===== src/rtl/sprite_pkg.sv =====
// rtl/sprite_pkg.sv - shared widths, per-sprite state record and scheduler states
package sprite_pkg;

  localparam int COORD_W      = 12;
  localparam int SPRITE_IDX_W = 3;

  typedef struct packed {
    logic [COORD_W-1:0] pos_x;
    logic [COORD_W-1:0] pos_y;
    logic               dir_x;
    logic               dir_y;
  } sprite_state_t;

  typedef enum logic {
    IDLE   = 1'b0,
    UPDATE = 1'b1
  } sched_state_t;

endpackage


===== src/rtl/sprite_step.sv =====
// rtl/sprite_step.sv - one-axis step/bounce: move one pixel, then pick next direction from the old position
module sprite_step
  import sprite_pkg::*;
(
  input  logic [COORD_W-1:0] pos,
  input  logic               dir,
  input  logic [COORD_W-1:0] max_pos,
  input  logic [COORD_W-1:0] min_pos,
  output logic [COORD_W-1:0] pos_next,
  output logic               dir_next
);

  always_comb begin
    pos_next = dir ? (pos + 12'd1) : (pos - 12'd1);
    dir_next = dir;
    if (pos > max_pos) begin
      dir_next = 1'b0;
    end else if (pos < min_pos) begin
      dir_next = 1'b1;
    end
  end

endmodule


===== src/rtl/sprite_scheduler.sv =====
// rtl/sprite_scheduler.sv - frame-synchronous sprite register file, shared step datapath and overlay hit test
// Optional overlap detector compiled in with SPRITE_COLLISION_EN.
module sprite_scheduler
  import sprite_pkg::*;
#(
  parameter int N_SPRITES = 4,
  parameter int MAX_X     = 500,
  parameter int MAX_Y     = 493,
  parameter int MIN_POS   = 10,
  parameter int BOX_SIZE  = 32,
  parameter int FRAME_DIV = 1
) (
  input  logic        clk,
  input  logic        rst,
  input  logic [11:0] x,
  input  logic [11:0] y,
  input  logic        frame_start,
  input  logic        cfg_we,
  input  logic [2:0]  cfg_idx,
  input  logic [11:0] cfg_x,
  input  logic [11:0] cfg_y,
  input  logic [1:0]  cfg_dir,
  output logic        cfg_ready,
  output logic        busy,
  output logic        update_done,
  output logic        hit,
  output logic [2:0]  hit_id
`ifdef SPRITE_COLLISION_EN
  ,
  output logic        collision
`endif
);

  localparam logic [SPRITE_IDX_W-1:0] LAST_IDX = SPRITE_IDX_W'(N_SPRITES - 1);
  localparam logic [SPRITE_IDX_W:0]   N_LIMIT  = (SPRITE_IDX_W + 1)'(N_SPRITES);
  localparam logic [7:0]              DIV_LAST = 8'(FRAME_DIV - 1);
  localparam logic [COORD_W:0]        BOX_W    = (COORD_W + 1)'(BOX_SIZE);
  localparam logic [COORD_W-1:0]      MAX_X_C  = COORD_W'(MAX_X);
  localparam logic [COORD_W-1:0]      MAX_Y_C  = COORD_W'(MAX_Y);
  localparam logic [COORD_W-1:0]      MIN_C    = COORD_W'(MIN_POS);

  sched_state_t             state_q, state_d;
  logic [SPRITE_IDX_W-1:0]  idx_q, idx_d;
  logic [7:0]               frame_cnt_q, frame_cnt_d;
  sprite_state_t            sprites_q [N_SPRITES];
  sprite_state_t            sprites_d [N_SPRITES];
  logic                     hit_q, hit_d;
  logic [SPRITE_IDX_W-1:0]  hit_id_q, hit_id_d;

  sprite_state_t            cur;
  logic [COORD_W-1:0]       nx, ny;
  logic                     ndx, ndy;
  logic                     cfg_accept;
  logic [N_SPRITES-1:0]     hit_vec;

  function automatic sprite_state_t reset_sprite(int i);
    sprite_state_t s;
    s.pos_x = COORD_W'(MIN_POS + 2 * BOX_SIZE * i);
    s.pos_y = COORD_W'(MIN_POS);
    s.dir_x = 1'b1;
    s.dir_y = 1'b1;
    return s;
  endfunction

  always_comb begin
    cur = '0;
    for (int i = 0; i < N_SPRITES; i++) begin
      if (idx_q == SPRITE_IDX_W'(i)) cur = sprites_q[i];
    end
  end

  sprite_step u_step_x (
    .pos      (cur.pos_x),
    .dir      (cur.dir_x),
    .max_pos  (MAX_X_C),
    .min_pos  (MIN_C),
    .pos_next (nx),
    .dir_next (ndx)
  );

  sprite_step u_step_y (
    .pos      (cur.pos_y),
    .dir      (cur.dir_y),
    .max_pos  (MAX_Y_C),
    .min_pos  (MIN_C),
    .pos_next (ny),
    .dir_next (ndy)
  );

  always_comb begin
    state_d     = state_q;
    idx_d       = idx_q;
    frame_cnt_d = frame_cnt_q;
    sprites_d   = sprites_q;
    cfg_ready   = (state_q == IDLE);
    busy        = (state_q == UPDATE);
    update_done = 1'b0;
    cfg_accept  = cfg_we && cfg_ready && ({1'b0, cfg_idx} < N_LIMIT);
    case (state_q)
      IDLE: begin
        // A write coinciding with frame_start lands first, so UPDATE steps the new values.
        if (cfg_accept) begin
          for (int i = 0; i < N_SPRITES; i++) begin
            if (cfg_idx == SPRITE_IDX_W'(i)) begin
              sprites_d[i] = '{pos_x: cfg_x, pos_y: cfg_y, dir_x: cfg_dir[0], dir_y: cfg_dir[1]};
            end
          end
        end
        if (frame_start) begin
          if (frame_cnt_q == DIV_LAST) begin
            frame_cnt_d = '0;
            idx_d       = '0;
            state_d     = UPDATE;
          end else begin
            frame_cnt_d = frame_cnt_q + 8'd1;
          end
        end
      end
      UPDATE: begin
        for (int i = 0; i < N_SPRITES; i++) begin
          if (idx_q == SPRITE_IDX_W'(i)) begin
            sprites_d[i] = '{pos_x: nx, pos_y: ny, dir_x: ndx, dir_y: ndy};
          end
        end
        idx_d = idx_q + 1'b1;
        if (idx_q == LAST_IDX) begin
          idx_d       = '0;
          state_d     = IDLE;
          update_done = !rst;
        end
      end
      default: state_d = IDLE;
    endcase
  end

  always_comb begin
    hit_vec  = '0;
    hit_d    = 1'b0;
    hit_id_d = '0;
    // 13-bit compares keep pos+BOX_SIZE from wrapping near the top of the coordinate range.
    for (int i = 0; i < N_SPRITES; i++) begin
      hit_vec[i] = ({1'b0, x} > {1'b0, sprites_q[i].pos_x}) &&
                   ({1'b0, x} < ({1'b0, sprites_q[i].pos_x} + BOX_W)) &&
                   ({1'b0, y} > {1'b0, sprites_q[i].pos_y}) &&
                   ({1'b0, y} < ({1'b0, sprites_q[i].pos_y} + BOX_W));
    end
    for (int i = N_SPRITES - 1; i >= 0; i--) begin
      if (hit_vec[i]) begin
        hit_d    = 1'b1;
        hit_id_d = SPRITE_IDX_W'(i);
      end
    end
  end

  always_ff @(posedge clk) begin
    if (rst) begin
      state_q     <= IDLE;
      idx_q       <= '0;
      frame_cnt_q <= '0;
      hit_q       <= 1'b0;
      hit_id_q    <= '0;
      for (int i = 0; i < N_SPRITES; i++) sprites_q[i] <= reset_sprite(i);
    end else begin
      state_q     <= state_d;
      idx_q       <= idx_d;
      frame_cnt_q <= frame_cnt_d;
      hit_q       <= hit_d;
      hit_id_q    <= hit_id_d;
      sprites_q   <= sprites_d;
    end
  end

  assign hit    = hit_q;
  assign hit_id = hit_id_q;

`ifdef SPRITE_COLLISION_EN
  logic collision_q, collision_d;
  logic overlap;

  // Clearing x&(x-1) leaves a nonzero result exactly when two or more sprites hit.
  always_comb begin
    overlap     = (hit_vec & (hit_vec - {{(N_SPRITES-1){1'b0}}, 1'b1})) != '0;
    collision_d = overlap | (collision_q & ~update_done);
  end

  always_ff @(posedge clk) begin
    if (rst) collision_q <= 1'b0;
    else     collision_q <= collision_d;
  end

  assign collision = collision_q;
`endif

endmodule


===== config.mk =====
export PLATFORM = sky130hd
export DESIGN_NAME = sprite_scheduler
export DESIGN_NICKNAME = d
export VERILOG_FILES = /design/src/rtl/sprite_pkg.sv /design/src/rtl/sprite_step.sv /design/src/rtl/sprite_scheduler.sv
export SDC_FILE = /design/constraint.sdc
export NUM_CORES = 1
export LEC_CHECK = 0
export CAP_MARGIN = 10
export CORE_AREA = 4 4 144 146
export DETAILED_ROUTE_END_ITERATION = 8
export DIE_AREA = 0 0 148 150
export PLACE_DENSITY = 0.81
export SYNTH_ARGS = -nofsm -noshare
export SYNTH_HDL_FRONTEND = slang
export SYNTH_HIERARCHICAL = 1
export SYNTH_SLANG_ARGS = --single-unit
export TNS_END_PERCENT = 30

===== constraint.sdc =====
create_clock -name clk -period 4.1 [get_ports clk]
set_input_delay 0.82 -clock clk [delete_from_list [all_inputs] [get_ports clk]]
set_output_delay 0.82 -clock clk [all_outputs]
set_load 0.03 [all_outputs]

==> flow_metrics.env, run 1 <==
export IMPL_status="complete, no violations"
export IMPL_ys_top_cells_by_area="ha_1, dfxtp_1, a211oi_1"
export IMPL_grt_util_all_layers=0.306
export IMPL_ys_ff_latch=119
export IMPL_die_area_sq_mm=0.0222
export IMPL_netlist_area_leader_share=0.244
export IMPL_synth_cell_types=71
export IMPL_slowest_delay_ps=370
export IMPL_cp_max_fo=7
export IMPL_r2r_start="idx_q[1]$_SDFFE_PP0P_"
export IMPL_grt_overflow=0
export IMPL_grt_max_degree=82
export IMPL_syn_mean_instance_area_sq_um=7.73
export IMPL_crit_path_end_kind="flip-flop"
export IMPL_initial_core_util=0.612
export IMPL_core_area_sq_mm=0.0194
export IMPL_gp_congestion=1.01
export IMPL_vias=11800
export IMPL_worst_slack_ps=292
export IMPL_grtUsageMet2=0.490
export IMPL_critPathKind="reg -> reg"
export IMPL_finalCritPeriodShare=0.929
export IMPL_crit_family="compound AO/OA/AOI/OAI gates"
export IMPL_crit_arrival_ps=4100
export IMPL_io_pins=64
export IMPL_grt_busiest_layer="met2"
export IMPL_ir_drop_v=0.000348
export IMPL_synth_async_reset_ratio=0
export IMPL_drtPass1Iterations=8
export IMPL_switching_share=0.367
export IMPL_antenna_found_initial=0
export IMPL_area_growth_pct=16.0
export IMPL_hold_viol_final=0
export IMPL_crit_chain="inv_1 > ha_1 > nor3b_2 > a22oi_1 > nand2_1 > o21ai_0 > o21ai_0 > inv_1 > ha_1 > a211oi_1 > o21bai_2 > a21oi_2 > o21ai_0 > xor2_1 > mux2i_1 > nand2_1 > o21ai_0 > nand2_1"
export IMPL_crit_top_cell="o21ai_0"
export IMPL_grt_util_met3=0.0388
export IMPL_cts_sinks=119
export IMPL_synth_edff_count=0
export IMPL_layout_nets=1944
export IMPL_p_int_mw=2.89
export IMPL_worst_slew_pin_slew_ps=1080
export IMPL_setup_tns_ps=0
export IMPL_relSlewSlack=0.281
export IMPL_drtIter0Drc=1141
export IMPL_hold_start="sprites_q[26]$_SDFFE_PP1P_"
export IMPL_place_inst=1899
export IMPL_powerDensity_mw_per_mm2=331
export IMPL_yosysTopAreaCell="ha_1"
export IMPL_syn_area_sq_mm=0.0119
export IMPL_die_h_um=150
export IMPL_met1_usage=0.425
export IMPL_portBuffers=62
export IMPL_drv_slew=0
export IMPL_min_path_type="reg -> reg"
export IMPL_vias_per_cell=6.13
export IMPL_antenna_left=0
export IMPL_dpl_cell_area_sq_mm=0.0132
export IMPL_start_kind="flip-flop"
export IMPL_netlist_instances=1537
export IMPL_pwr_share_seq=0.293
export IMPL_drive_gt1_frac=0.0678
export IMPL_clk_pin_slew_ps=60
export IMPL_wl_um=34200
export IMPL_rsz0062_at_grt="no"
export IMPL_pre_cts_slack_ps=344
export IMPL_rrSetupSlack_ps=290
export IMPL_diodes=0
export IMPL_layout_cells_non_filler=1931
export IMPL_wl_per_cell_um=17.7
export IMPL_path_buf_inv=2
export IMPL_setup_violations_final=0
export IMPL_first_global_vias=11000
export IMPL_p_clk_frac=0.333
export IMPL_fp_dieW_um=148
export IMPL_synth_ff_type="dfxtp_1"
export IMPL_min_period_ps=3810
export IMPL_crit_slowest_cell="dfxtp_1"
export IMPL_pwr_share_comb=0.374
export IMPL_required_ps=4390
export IMPL_p_total_mw=4.56
export IMPL_dp_hpwl_um=26500
export IMPL_p_leak_nw=6.06
export IMPL_maxCapViolations=0
export IMPL_power_switching_mw=1.67
export IMPL_cts_max_path_buffers=2
export IMPL_drcViolationCount=0
export IMPL_rows=51
export IMPL_fin_area_sq_mm=0.0138
export IMPL_cts_tree="done"
export IMPL_grt_first_pass_wirelength_um=55200
export IMPL_root_buffer="clkbuf_16"
export IMPL_fillers=1593
export IMPL_yosysSeqAreaShare=0.201
export IMPL_finClkSkew_ps=10.2
export IMPL_cts_buffers=17
export IMPL_h_tree_depth=4
export IMPL_clock_latency_ps=420
export IMPL_yosys_warnings=6
export IMPL_fmax_ghz=0.263
export IMPL_crit_start="idx_q[1]$_SDFFE_PP0P_"
==> path summary, 6_finish.rpt <==
kind / cells after the start / endpoint
setup / recovery: 18 / sprites_q[21]$_SDFFE_PP1P_
hold / removal: 2 / sprites_q[26]$_SDFFE_PP1P_
setup reg to reg: 18 / sprites_q[21]$_SDFFE_PP1P_
hold reg to reg: 2 / sprites_q[26]$_SDFFE_PP1P_
==> worst register-to-register path, cell delays in order, from the launching register on <==
cell      delay (ps)
dfxtp_1          370
inv_1             70
ha_1             210
nor3b_2          330
a22oi_1          110
nand2_1           90
o21ai_0           60
o21ai_0          290
inv_1            220
ha_1             340
a211oi_1         320
o21bai_2         140
a21oi_2          230
o21ai_0          150
xor2_1           160
mux2i_1          320
nand2_1           90
o21ai_0          110
nand2_1           70
==> cells by family (layout without fill, tap and decap cells) <==
| family | after synthesis | count (layout) | share of synthesized area |
|---|---|---|---|
| other | 2 | 49 | 0.000632 |
| AOI/OAI and AO/OA | 424 | 424 | 0.233 |
| and+or+nand+nor | 439 | 439 | 0.175 |
| muxes | 26 | 26 | 0.0219 |
| adders and majority gates | 234 | 234 | 0.248 |
| buffers and inverters | 227 | 309 | 0.0726 |
| DFF | 119 | 119 | 0.201 |
| xor gates and xnor gates | 66 | 66 | 0.0487 |
==> timing repair <==
| item | in CTS | in global routing |
|---|---|---|
| gates resized for setup | 0 | 6 |
| hold buffers | 0 | 0 |
| setup buffers | 0 | 0 |
| endpoints found under the setup margin | 0 | 12 |
==> through the flow <==
stage                util  hold slack (ps)
global placement    0.679              475
global route        0.710              514
detailed placement  0.679              470
CTS                 0.709              489
floorplan               -              455
finish              0.710              499
==> synth_stat cells (7+ instances only) <==
| cell | instances |
|---|---|
| nand4_1 | 30 |
| o21ai_1 | 8 |
| nor2b_1 | 18 |
| a21o_1 | 35 |
| o211ai_1 | 10 |
| a22oi_1 | 27 |
| mux2i_1 | 26 |
| and3_1 | 12 |
| nand3_1 | 47 |
| xor2_1 | 15 |
| ha_1 | 232 |
| and4_1 | 7 |
| nor3_1 | 17 |
| o21ai_0 | 102 |
| a21oi_1 | 87 |
| a211oi_1 | 96 |
| nor2_1 | 114 |
| dfxtp_1 | 119 |
| inv_1 | 165 |
| nand2_1 | 153 |
| clkbuf_1 | 56 |
| nor4_1 | 12 |
| xnor2_1 | 51 |
==> registers in the layout, indices dropped and copies added, names as in the netlist <==
name and count:
idx_q 3, hit_id 2, hit 1, sprites_q 104
frame_cnt_q 8, busy 1
==> cell usage in the layout, fill, tap and decap left out, types with 17 or more instances in the layout <==
master and count:
conb_1 49, a22oi_1 27, dfxtp_1 118, mux2i_1 21, buf_4 50, nand2_1 153
nand4_1 30, clkdlybuf4s50_1 61, a21o_1 35, a211oi_1 96, o21ai_0 102, nand3_1 47
xnor2_1 51, a21oi_1 87, inv_1 165, clkbuf_16 17, ha_1 232, nor3_1 17
nor2_1 114
==> power by group through the flow <==
stage               Sequential, mW  Combinational, mW  Clock, mW
floorplan                     1.30               1.18          0
global route                  1.34               1.91       1.58
finish                        1.34               1.71       1.52
detailed placement            1.35               1.65          0
CTS                           1.33               1.67       1.52
global placement              1.35               1.60          0
==> area by class of cell <==
type	count	area, sq um	area share
tap	265	332	0.0241
multi-input combinational	1238	8860	0.643
timing repair buffer	112	991	0.0719
sequential	119	2380	0.173
inverter	165	619	0.0449
clock buffer	19	453	0.0329
clock inverter	13	146	0.0106
==> routing by layer <==
metal,routed length (um),up-vias
met2,15400,515
met1,15000,5497
met3,2890,85
met4,875,0
met5,0,-
li1,-,5731
(Power assumes the default switching activity.)
==> inputs of run 2 (changes only) <==
GPL_ROUTABILITY_DRIVEN = 0   (was not set)
==> run 2 against run 1 <==
Effect of this change: total power up 1.9%; die area stayed put; via count is 1.3% lower; combinational power barely moved; register-to-register slack is essentially flat; final cell count down 0.10%; largest cell class unchanged; sequential share of layout area about the same; worst setup slack lost 0.99 ps; count of clock-buffer cells in the layout is the same; maximum frequency is essentially flat; routed wire length shrank 0.42%; sequential power barely moved.
==> flow_metrics.env, run 2 (synthesis gave the netlist of run 1 again) <==
export IMPL_drv_slew=0
export IMPL_root_buffer="clkbuf_16"
export IMPL_finalCritPeriodShare=0.929
export IMPL_hold_ws_ps=518
export IMPL_cts_hold_buffers_added=0
export IMPL_wl_um=34100
export IMPL_fp_dieW_um=148
export IMPL_layout_common_cells="ha_1, inv_1, nand2_1"
export IMPL_crit_path_end_kind="flip-flop"
export IMPL_min_path_type="reg -> reg"
export IMPL_min_period_ps=3810
export IMPL_antenna_found_initial=1
export IMPL_setup_tns_ps=0
export IMPL_rsz0062_at_grt="no"
export IMPL_wl_per_cell_um=17.7
export IMPL_grt_overflow=0
export IMPL_r2r_start="idx_q[0]$_SDFFE_PP0P_"
export IMPL_ir_drop_v=0.000351
export IMPL_drive_gt1_frac=0.0649
export IMPL_min_to="sprites_q[52]$_SDFFE_PP1P_"
export IMPL_place_inst=1897
export IMPL_antenna_left=0
export IMPL_first_global_vias=11000
export IMPL_drtPass1Iterations=5
export IMPL_hold_start="sprites_q[52]$_SDFFE_PP1P_"
export IMPL_fillers=1577
export IMPL_rrSetupSlack_ps=290
export IMPL_regMostFlops="sprites_q"
export IMPL_r2r_end="sprites_q[74]$_SDFFE_PP0P_"
export IMPL_layout_nets=1942
export IMPL_final_common_cell="ha_1"
export IMPL_relSlewSlack=0.339
export IMPL_vias_per_cell=6.05
export IMPL_die_h_um=150
export IMPL_cts_resized=0
export IMPL_clk_pin_slew_ps=60
export IMPL_drtIter0Drc=1201
export IMPL_layout_cells_non_filler=1929
export IMPL_critPathKind="reg -> reg"
export IMPL_grt_max_degree=82
export IMPL_drcViolationCount=0
export IMPL_grt_util_all_layers=0.303
export IMPL_dpl_cell_area_sq_mm=0.0132
export IMPL_reg2reg_depth=17
export IMPL_maxCapViolations=0
export IMPL_required_ps=4360
export IMPL_portBuffers=62
export IMPL_rows=51
export IMPL_finClkSkew_ps=8.54
export IMPL_largest_reg_flops=104
export IMPL_crit_arrival_ps=4070
export IMPL_reg_top3="sprites_q x104, frame_cnt_q x8, idx_q x3"
export IMPL_worst_slew_pin_slew_ps=992
export IMPL_grt_first_pass_wirelength_um=54500
export IMPL_dp_hpwl_um=26800
export IMPL_setup_violations_final=0
export IMPL_hold_viol_final=0
export IMPL_status="complete, no violations"
export IMPL_powerDensity_mw_per_mm2=337
export IMPL_cts_setup_buffers=0
export IMPL_core_area_sq_mm=0.0194
export IMPL_cts_tree="done"
export IMPL_initial_core_util=0.612
export IMPL_p_leak_nw=6.08
export IMPL_fin_area_sq_mm=0.0138
export IMPL_clock_latency_ps=420
export IMPL_die_area_sq_mm=0.0222
export IMPL_start_kind="flip-flop"
export IMPL_cts_max_path_buffers=2
export IMPL_area_growth_pct=16.3
export IMPL_h_tree_depth=4
export IMPL_fmax_ghz=0.263
export IMPL_cts_sinks=119
export IMPL_cp_max_fo=24
export IMPL_vias=11700
export IMPL_io_pins=64
export IMPL_whs_path_depth=2
export IMPL_cts_buffers=17
export IMPL_diodes=0
run 2: cell type report:
cell class	instances	area (sq um)	share of cell area
multi-input combinational	1238	8850	0.640
sequential	119	2380	0.173
timing repair buffer	110	992	0.0718
inverter	165	619	0.0448
clock buffer	19	443	0.0321
tap	265	332	0.0240
clock inverter	13	198	0.0143
run 2: worst max-delay path by stage:
stage | start | endpoint | depth (start not counted)
3_3_place_gp | idx_q[0]$_SDFFE_PP0P_ | sprites_q[20]$_SDFFE_PP1P_ | 18
4_1_cts | idx_q[0]$_SDFFE_PP0P_ | sprites_q[20]$_SDFFE_PP1P_ | 16
6_report | idx_q[0]$_SDFFE_PP0P_ | sprites_q[74]$_SDFFE_PP0P_ | 17
3_5_place_dp | idx_q[0]$_SDFFE_PP0P_ | sprites_q[20]$_SDFFE_PP1P_ | 18
2_1_floorplan | idx_q[1]$_SDFFE_PP0P_ | sprites_q[21]$_SDFFE_PP1P_ | 18
5_1_grt | idx_q[0]$_SDFFE_PP0P_ | sprites_q[63]$_SDFFE_PP0P_ | 15
run 2: worst max-delay path, cell delays in order (launching register included):
cell      delay [ps]
dfxtp_1          410
inv_1             90
ha_1             220
nor3b_2          180
buf_6            200
a22oi_1          160
nand2_1           60
o21ai_0           80
o21ai_0          140
buf_4            200
fa_1             430
a21o_1           220
a311oi_1         420
o21ai_1          120
a21oi_1          190
xnor2_1           80
mux2i_1          320
a211oi_1         130
run 2: metal layers:
layer  wire length, um  track usage  up-vias
li1                  -            -     5718
met1             14500        0.405     5369
met2             15400        0.503      494
met3              3060       0.0451       96
met4              1020        0.100        2
met5                13            0        -
run 2: metrics by stage:
stage / power (mW) / util / worst slack [ps]
after global routing: 4.90 / 0.712 / 56.0
final: 4.65 / 0.712 / 291
after detailed placement: 3.00 / 0.678 / 307
after floorplan: 2.48 / - / 332
after CTS: 4.61 / 0.711 / 250
after global placement: 2.95 / 0.678 / 455
run 2: power breakdown:
part,leakage (nW),internal [mW],total (mW),switching [mW]
logic,4.80,0.730,1.70,0.971
clock network,0.301,1.04,1.61,0.574
registers,0.970,1.22,1.33,0.112
total,6.08,2.99,4.65,1.66
==> inputs of run 3 (changes only) <==
CORE_AREA = 4 4 143 145   (was 4 4 144 146)
CTS_BUF_LIST = sky130_fd_sc_hd__clkbuf_2 sky130_fd_sc_hd__clkbuf_4 sky130_fd_sc_hd__clkbuf_8   (was not set)
DIE_AREA = 0 0 147 149   (was 0 0 148 150)
PLACE_DENSITY = 0.82   (was 0.81)
==> run 3 against run 2 <==
Effect of this change: register-to-register slack worse by 120 ps; clock power down 30%; count of clock-buffer cells in the layout up 2; largest power group unchanged; worst setup slack worse by 120 ps.
==> flow_metrics.env, run 3 (synthesis gave the netlist of run 1 again) <==
export IMPL_status="complete, no violations"
export IMPL_required_ps=4380
export IMPL_finClkSkew_ps=13.5
export IMPL_p_int_mw=2.56
export IMPL_rsz0062_at_grt="no"
export IMPL_rrSetupSlack_ps=170
export IMPL_reg2reg_depth=16
export IMPL_finalCritPeriodShare=0.958
export IMPL_worst_slew_pin_slew_ps=1000
export IMPL_diodes=0
export IMPL_die_area_sq_mm=0.0219
export IMPL_setup_violations_final=0
export IMPL_fin_area_sq_mm=0.0134
export IMPL_r2r_end="sprites_q[51]$_SDFFE_PP0P_"
export IMPL_pwr_share_comb=0.405
export IMPL_regMostFlops="sprites_q"
export IMPL_place_inst=1872
export IMPL_dp_hpwl_um=26200
export IMPL_hold_ws_ps=496
export IMPL_worst_slack_ps=173
export IMPL_clock_latency_ps=450
export IMPL_p_clk_frac=0.273
export IMPL_io_pins=64
export IMPL_hold_viol_final=0
export IMPL_largest_reg_flops=104
export IMPL_endpoint="sprites_q[51]$_SDFFE_PP0P_"
export IMPL_portBuffers=62
export IMPL_initial_core_util=0.618
export IMPL_vias=11500
export IMPL_cts_tree="done"
export IMPL_pre_cts_slack_ps=165
export IMPL_min_path_type="reg -> reg"
export IMPL_ir_drop_v=0.000226
export IMPL_drtIter0Drc=1071
export IMPL_setup_tns_ps=0
export IMPL_antenna_left=0
export IMPL_cts_buffers=17
export IMPL_core_area_sq_mm=0.0192
export IMPL_relSlewSlack=0.333
export IMPL_reg_top3="sprites_q x104, frame_cnt_q x8, idx_q x3"
export IMPL_vias_per_cell=6.07
export IMPL_area_growth_pct=13.1
export IMPL_fp_dieW_um=147
export IMPL_p_leak_nw=5.86
export IMPL_crit_path_end_kind="flip-flop"
export IMPL_root_buffer="clkbuf_8"
export IMPL_cts_max_path_buffers=2
export IMPL_drv_slew=0
export IMPL_fillers=1609
export IMPL_r2r_start="idx_q[1]$_SDFFE_PP0P_"
export IMPL_wl_um=33300
export IMPL_final_common_cell="ha_1"
export IMPL_cts_setup_buffers=0
export IMPL_clk_pin_slew_ps=70
export IMPL_crit_arrival_ps=4210
export IMPL_crit_start="idx_q[1]$_SDFFE_PP0P_"
export IMPL_drtPass1Iterations=5
export IMPL_grt_util_all_layers=0.303
export IMPL_rows=51
export IMPL_die_h_um=149
export IMPL_h_tree_depth=4
export IMPL_grt_overflow=0
export IMPL_antenna_found_initial=0
export IMPL_first_global_vias=11000
export IMPL_drcViolationCount=0
export IMPL_layout_nets=1917
export IMPL_cp_max_fo=24
export IMPL_min_period_ps=3930
export IMPL_cts_sinks=119
export IMPL_pwr_share_seq=0.322
export IMPL_critPathKind="reg -> reg"
export IMPL_layout_common_cells="ha_1, inv_1, nand2_1"
export IMPL_grt_first_pass_wirelength_um=54200
export IMPL_dpl_cell_area_sq_mm=0.0130
export IMPL_start_kind="flip-flop"
export IMPL_layout_cells_non_filler=1902
export IMPL_powerDensity_mw_per_mm2=306
export IMPL_switching_share=0.376
export IMPL_drive_gt1_frac=0.0531
export IMPL_fmax_ghz=0.255
export IMPL_power_switching_mw=1.54
export IMPL_maxCapViolations=0
export IMPL_grt_max_degree=82
export IMPL_wl_per_cell_um=17.5
==> run 3: final cells by class <==
class                   count  area [sq um]  share of cell area
clock buffers              21           283              0.0211
multi-input cells        1238          8860               0.660
inverters                 165           619              0.0461
flip-flops and latches    119          2380               0.177
well taps                 265           332              0.0247
repair buffers             85           826              0.0615
clock inverters             9           125             0.00932
==> run 3: stage by stage <==
step            util  power (mW)
6_report       0.699        4.11
4_1_cts        0.698        4.06
3_3_place_gp   0.677        2.89
2_1_floorplan      -        2.48
3_5_place_dp   0.677        2.95
5_1_grt        0.699        4.37
==> run 3: repair_timing <==
action                     in CTS  in global routing
hold buffers                    0                  0
resized for setup               0                 15
setup endpoints to repair       0                 52
==> run 3: power by group through the flow <==
stage	clock (mW)	combinational (mW)	sequential (mW)
after floorplan	0	1.18	1.30
after CTS	1.12	1.62	1.32
after global placement	0	1.55	1.34
final	1.12	1.66	1.32
after detailed placement	0	1.61	1.34
after global routing	1.17	1.87	1.33
==> run 3: worst max-delay path, stage by stage, from the launching register on <==
cell      delay [ps]
dfxtp_1          380
inv_1             80
ha_1             200
nor3b_2          320
buf_12           220
a22oi_1           80
nand2_1           60
o21ai_0           70
o21ai_0          590
ha_1             350
o21ai_1          110
o21bai_2         160
a21oi_2          100
o311ai_0         370
o211ai_1         140
mux2i_1          370
a211oi_1         140
==> run 3: worst min path at each step <==
stage                          startpoint                    endpoint  depth (start not counted)
2_1_floorplan  sprites_q[26]$_SDFFE_PP1P_  sprites_q[26]$_SDFFE_PP1P_                          2
3_3_place_gp    sprites_q[1]$_SDFFE_PP1P_   sprites_q[1]$_SDFFE_PP1P_                          2
3_5_place_dp    sprites_q[1]$_SDFFE_PP1P_   sprites_q[1]$_SDFFE_PP1P_                          2
4_1_cts         sprites_q[1]$_SDFFE_PP1P_   sprites_q[1]$_SDFFE_PP1P_                          2
5_1_grt        sprites_q[18]$_SDFFE_PP0P_  sprites_q[18]$_SDFFE_PP0P_                          2
6_report        sprites_q[1]$_SDFFE_PP1P_   sprites_q[1]$_SDFFE_PP1P_                          2
==> run 3: per-layer routing <==
metal	GRT usage	up-vias	wire (um)
met2	0.491	452	14700
met1	0.416	5369	14800
met4	0.0932	0	914
met5	0	-	0
li1	-	5659	-
met3	0.0517	68	2860
